`config.mk`:
```
export PLATFORM = sky130hd
export DESIGN_NAME = reorder_buffer
export DESIGN_NICKNAME = d
export VERILOG_FILES = /design/src/rtl/reorder_buffer.sv
export SDC_FILE = /design/constraint.sdc
export NUM_CORES = 2
export LEC_CHECK = 0
export ABC_CLOCK_PERIOD_IN_PS = 81300
export CAP_MARGIN = 20
export CORE_MARGIN = 2
export CORE_UTILIZATION = 60
export DETAILED_ROUTE_END_ITERATION = 6
export MAX_ROUTING_LAYER = met4
export PLACE_DENSITY = 0.84
export SLEW_MARGIN = 20
export SYNTH_ARGS = -nofsm -noshare
export SYNTH_HDL_FRONTEND = slang
export SYNTH_SLANG_ARGS = --single-unit
```
`constraint.sdc`:
```
create_clock -name clk -period 81.3 [get_ports clk]
set_clock_uncertainty 0.15 [all_clocks]
set_input_delay 16.26 -clock clk [delete_from_list [all_inputs] [get_ports clk]]
set_output_delay 16.26 -clock clk [all_outputs]
set_load 0.01 [all_outputs]
```
`src/rtl/reorder_buffer.sv`:
```
// Circular in-order commit queue: allocates on issue, collects CDB results out of order, retires the head.
// Optional macro ROB_WB_BYPASS_EN lets a CDB result for the waiting head entry commit at the same edge.
module reorder_buffer #(
  parameter int RobSizeLog = 3,
  parameter int RdLength   = 4,
  parameter int DataLength = 31,
  parameter int PcLength   = 31
) (
  input  logic                clk,
  input  logic                rst,
  input  logic                rdy,
  input  logic                is_empty_from_decoder,
  input  logic [PcLength:0]   pc_from_decoder,
  input  logic [RdLength:0]   rd_from_decoder,
  input  logic                is_valid_from_cdb,
  input  logic [PcLength:0]   pc_from_cdb,
  input  logic [DataLength:0] data_from_cdb,
  input  logic                is_exception_from_cdb,
  input  logic [PcLength:0]   target_pc_from_cdb,
  output logic                is_full_to_decoder,
  output logic                is_commit_to_rf,
  output logic                is_exception_to_rf,
  output logic [RdLength:0]   rd_to_rf,
  output logic [DataLength:0] data_to_rf,
  output logic [PcLength:0]   pc_to_rf,
  output logic [PcLength:0]   target_pc_to_fetch
);
  localparam int RobSize = 1 << RobSizeLog;
  typedef logic [RobSizeLog-1:0] ptr_t;
  typedef logic [RobSizeLog:0]   cnt_t;
  localparam cnt_t CntMax = cnt_t'(RobSize);
  localparam cnt_t CntThr = cnt_t'(RobSize - 1);

  logic [RobSize-1:0]  valid_q, ready_q, exc_q;
  logic [PcLength:0]   pc_q     [RobSize];
  logic [RdLength:0]   rd_q     [RobSize];
  logic [DataLength:0] data_q   [RobSize];
  logic [PcLength:0]   target_q [RobSize];
  ptr_t                head_q, tail_q;
  cnt_t                count_q;

  logic                commit_q, exc_out_q;
  logic [RdLength:0]   rd_out_q;
  logic [DataLength:0] data_out_q;
  logic [PcLength:0]   pc_out_q, target_out_q;

  logic                wb_hit;
  ptr_t                wb_idx;
  logic                alloc_en, commit_en, commit_exc;
  logic [DataLength:0] commit_data;
  logic [PcLength:0]   commit_target;

  // Scan youngest to oldest so the oldest matching in-flight entry wins.
  always_comb begin
    wb_hit = 1'b0;
    wb_idx = head_q;
    for (int i = RobSize - 1; i >= 0; i--) begin
      if (is_valid_from_cdb && valid_q[head_q + ptr_t'(i)] && !ready_q[head_q + ptr_t'(i)] &&
          pc_q[head_q + ptr_t'(i)] == pc_from_cdb) begin
        wb_hit = 1'b1;
        wb_idx = head_q + ptr_t'(i);
      end
    end
  end

  always_comb begin
    alloc_en      = !is_empty_from_decoder && (count_q < CntMax);
    commit_en     = valid_q[head_q] && ready_q[head_q];
    commit_exc    = exc_q[head_q];
    commit_data   = data_q[head_q];
    commit_target = target_q[head_q];
`ifdef ROB_WB_BYPASS_EN
    if (wb_hit && wb_idx == head_q) begin
      commit_en     = 1'b1;
      commit_exc    = is_exception_from_cdb;
      commit_data   = data_from_cdb;
      commit_target = target_pc_from_cdb;
    end
`else
`endif
  end

  always_ff @(posedge clk or posedge rst) begin
    if (rst) begin
      valid_q      <= '0;
      ready_q      <= '0;
      exc_q        <= '0;
      head_q       <= '0;
      tail_q       <= '0;
      count_q      <= '0;
      commit_q     <= 1'b0;
      exc_out_q    <= 1'b0;
      rd_out_q     <= '0;
      data_out_q   <= '0;
      pc_out_q     <= '0;
      target_out_q <= '0;
      for (int i = 0; i < RobSize; i++) begin
        pc_q[i]     <= '0;
        rd_q[i]     <= '0;
        data_q[i]   <= '0;
        target_q[i] <= '0;
      end
    end else if (!rdy) begin
      commit_q  <= 1'b0;
      exc_out_q <= 1'b0;
    end else begin
      commit_q  <= commit_en;
      exc_out_q <= commit_en && commit_exc;
      if (commit_en) begin
        rd_out_q   <= rd_q[head_q];
        data_out_q <= commit_data;
        pc_out_q   <= pc_q[head_q];
      end
      if (commit_en && commit_exc) begin
        // Mispredict at the head: drop everything, including this cycle's issue and writeback.
        target_out_q <= commit_target;
        valid_q      <= '0;
        ready_q      <= '0;
        head_q       <= '0;
        tail_q       <= '0;
        count_q      <= '0;
      end else begin
        if (wb_hit) begin
          ready_q[wb_idx]  <= 1'b1;
          data_q[wb_idx]   <= data_from_cdb;
          exc_q[wb_idx]    <= is_exception_from_cdb;
          target_q[wb_idx] <= target_pc_from_cdb;
        end
        if (alloc_en) begin
          valid_q[tail_q] <= 1'b1;
          ready_q[tail_q] <= 1'b0;
          exc_q[tail_q]   <= 1'b0;
          pc_q[tail_q]    <= pc_from_decoder;
          rd_q[tail_q]    <= rd_from_decoder;
          tail_q          <= tail_q + 1'b1;
        end
        if (commit_en) begin
          valid_q[head_q] <= 1'b0;
          ready_q[head_q] <= 1'b0;
          head_q          <= head_q + 1'b1;
        end
        case ({alloc_en, commit_en})
          2'b10:   count_q <= count_q + 1'b1;
          2'b01:   count_q <= count_q - 1'b1;
          default: count_q <= count_q;
        endcase
      end
    end
  end

  assign is_full_to_decoder = (count_q >= CntThr);
  assign is_commit_to_rf    = commit_q;
  assign is_exception_to_rf = exc_out_q;
  assign rd_to_rf           = rd_out_q;
  assign data_to_rf         = data_out_q;
  assign pc_to_rf           = pc_out_q;
  assign target_pc_to_fetch = target_out_q;
endmodule

```
==> out/qor.yml <==
die:
  ios: 243
  die_area_um2: 97200
  die_w_um: 312
  std_cell_rows: 112
  die_h_um: 312
  core_um2: 93600
  start_util_pct: 60.7
yosys:
  post-synth-top-area-cell: "dfrtp_1"
  netlist_area_um2: 56800
  netlist.area_leader.share_pct: 41.6
  syn_area_per_cell_um2: 13.1
  synth_common_cells: "dfrtp_1, mux2_2, mux4_2"
  async_flop_share_pct: 100
  synth_area_leaders: "dfrtp_1, mux4_2, mux2_2, mux2i_1, xnor2_1"
  yosys_warnings: 0
  synthFlopType: "dfrtp_1"
  syn_nets: 4484
  synth_seq_cells: 945
  synth_most_common_cell: "dfrtp_1"
  synth_cell_types: 90
  yosysSeqAreaShare_pct: 41.6
  synth_edf_count: 0
  syn_inst: 4335
sta:
  tns_ns: 0
  worst_slew_pin_slew_ns: 1.15
  min_period_ns: 22.10
  fin_hold_ws_ns: 0.327
  final_max_slew_viol_count: 0
  final_hold_viol_count: 0
  rsz0062_at_grt: "false"
  maxSlewHeadroom_pct: 23.3
  period_share_pct: 27.2
  setup-violations-final: 0
  max_freq_ghz: 0.0452
  setup_slack_ns: 59.20
power:
  p_comb_share_pct: 32.0
  switchingPower_mw: 0.604
  pwr-share-clk_pct: 27.7
  leakage_nw: 27.4
  total_power_mw: 1.69
  irDropWorstVdd_mv: 0.0232
  p_int_mw: 1.08
  powerDensity_nw_per_um2: 26.7
  p_sw_share_pct: 35.8
  pwr-share-seq_pct: 40.3
min_path:
  hold_path.class: "flop to flop"
  hp-start: "target_pc_to_fetch[23]$_DFFE_PP0P_"
clock_tree:
  worstSkewPairLatency_ns: 0.72
  holdBufCountCts: 0
  clkSinkCount: 945
  tritoncts: "yes"
  cts-resized-gates: 0
  cts_buffers: 98
  htreeDepth: 3
  cts_buffer_depth: 3
  path_clk_slew_ns: 0.06
  post_cts_buffers: 0
  cts_root_buf: "clkbuf_16"
global_route:
  grt_max_degree: 189
  grt_pass1_vias: 41300
  grt_overflow_total: 0
  grt.total_usage_pct: 39.5
  grt_pass1_wl_um: 279000
  antenna_found_initial: 20
setup_path:
  cp-start-kind: "primary input"
  timing.rr.start: "head_q[0]$_DFFE_PP0P_"
  critPathRequiredTime_ns: 81.72
  critPathArrivalTime_ns: 22.53
  critPathMaxFanout: 44
  worstSetupPathType: "primary input to flop"
  crit_path_start: "pc_from_cdb[28]"
  critPathCaptureType: "flop"
detailed_routing:
  num_vias: 40700
  initialDrtViolationCount: 4416
  dr.pass1.iters: 6
  vias_per_cell: 7.07
  drt.antenna.violating_nets: 0
  drt_wl_total_um: 185000
  avgRoutedWirePerCell_um: 32.2
  drcViolationCount: 0
place:
  dp_slack_ns: 58.68
  portBuffers: 242
  dp_hpwl_um: 124000
  dpl_cell_area_um2: 59800
  gp_congestion: 1.09
layout:
  syn_to_final_growth_pct: 11.3
  design_area_um2: 63200
  fillers: 6465
  regArea_um2: 23700
  multiInputGateArea_um2: 31400
  fin_nets: 4548
  drive_gt1_share_pct: 33.3
flow_run:
  drv_cap: 0
outcome:
  outcome: "completed"
==> placed cells by master, fill, tap and decap left out, types with 26 or more instances in the layout <==
cell             netlist  routed
nand2_1              267     257
mux2_1                89      89
nand3_1               41      41
xnor2_1              203     201
a221oi_1              40      40
mux4_2               441     441
nor3_1                44      44
a31oi_1               45      45
a21oi_1               54      54
nand4_1               60      60
dfrtp_1              945     942
mux2i_1              292     292
mux2_2               754     754
inv_1                 29      26
o21ai_0              123     123
nor2_1               145     144
buf_4                 42      49
clkdlybuf4s50_1        0     242
clkinv_2               0      26
clkbuf_8               0      27
clkbuf_16              0      98
o22ai_1               49      49
==> path summary, 6_finish.rpt <==
kind	to	slack [ns]	cells after the start
worst max-delay path	target_q[185]$_DFFE_PP0P_	59.20	15
worst min-delay path	target_pc_to_fetch[23]$_DFFE_PP0P_	0.33	2
worst max register to register	target_q[57]$_DFFE_PP0P_	72.25	16
worst min register to register	target_pc_to_fetch[23]$_DFFE_PP0P_	0.33	2
max in group asynchronous	data_q[6]$_DFFE_PP0P_	62.07	5
min in group asynchronous	pc_q[120]$_DFFE_PP0P_	15.95	2
==> power by group through the flow <==
| stage | registers, mW | logic [mW] | clock network [mW] |
|---|---|---|---|
| 2_1_floorplan | 0.628 | 0.369 | 0 |
| 3_3_place_gp | 0.670 | 0.519 | 0 |
| 3_5_place_dp | 0.679 | 0.526 | 0 |
| 4_1_cts | 0.671 | 0.531 | 0.473 |
| 5_1_grt | 0.690 | 0.561 | 0.492 |
| 6_report | 0.680 | 0.540 | 0.468 |
==> sequential cells by signal, summed over array words and instances (netlist names), 32 cells and up <==
signal	count
data_q	256
pc_q	256
target_q	256
rd_q	40
data_to_rf	32
pc_to_rf	32
target_pc_to_fetch	32
==> per-stage QoR <==
stage / instances / util (%)
after floorplan: 4335 / -
after global placement: 5553 / 63.9
after detailed placement: 5553 / 63.9
after CTS: 5733 / 67.5
after global routing: 5749 / 67.6
final: 5751 / 67.6
==> layout make-up <==
type / count / area share (%)
Multi-Input combinational cell: 3013 / 49.7
Tap cell: 1254 / 2.48
Antenna cell: 18 / 0.0712
Sequential cell: 945 / 37.4
Timing Repair Buffer: 302 / 4.72
Clock inverter: 43 / 0.827
Clock buffer: 137 / 4.54
Inverter: 39 / 0.251
==> kinds of logic (layout without fill, tap and decap cells) <==
kind of cell | after synthesis | count (layout) | synth area share, %
compound gates | 453 | 453 | 5.37
xor+xnor | 222 | 222 | 3.44
fa+ha+maj | 10 | 10 | 0.233
buf+inv | 377 | 521 | 3.29
flops | 945 | 945 | 41.6
mux | 1576 | 1576 | 39.3
other cells | 0 | 18 | 0
simple gates | 752 | 752 | 6.71
==> critical path, stage by stage <==
cell and delay, ns:
clkdlybuf4s50_1 0.99, clkinv_1 0.61, a221oi_1 0.58, and3_1 0.23
a211oi_1 0.05, or4_1 0.68, nor4_4 0.49, inv_1 0.08
a311o_1 0.28, a21oi_1 0.24, o21bai_2 0.10, buf_4 0.24
nand4_4 0.42, buf_4 0.69, mux2_2 0.42
==> routing by layer <==
metal	routed length, um	track usage [%]
met5	0	-
met4	10900	19.2
met3	15100	7.81
met2	89200	61.4
met1	69900	50.1
(Power assumes the default switching activity.)
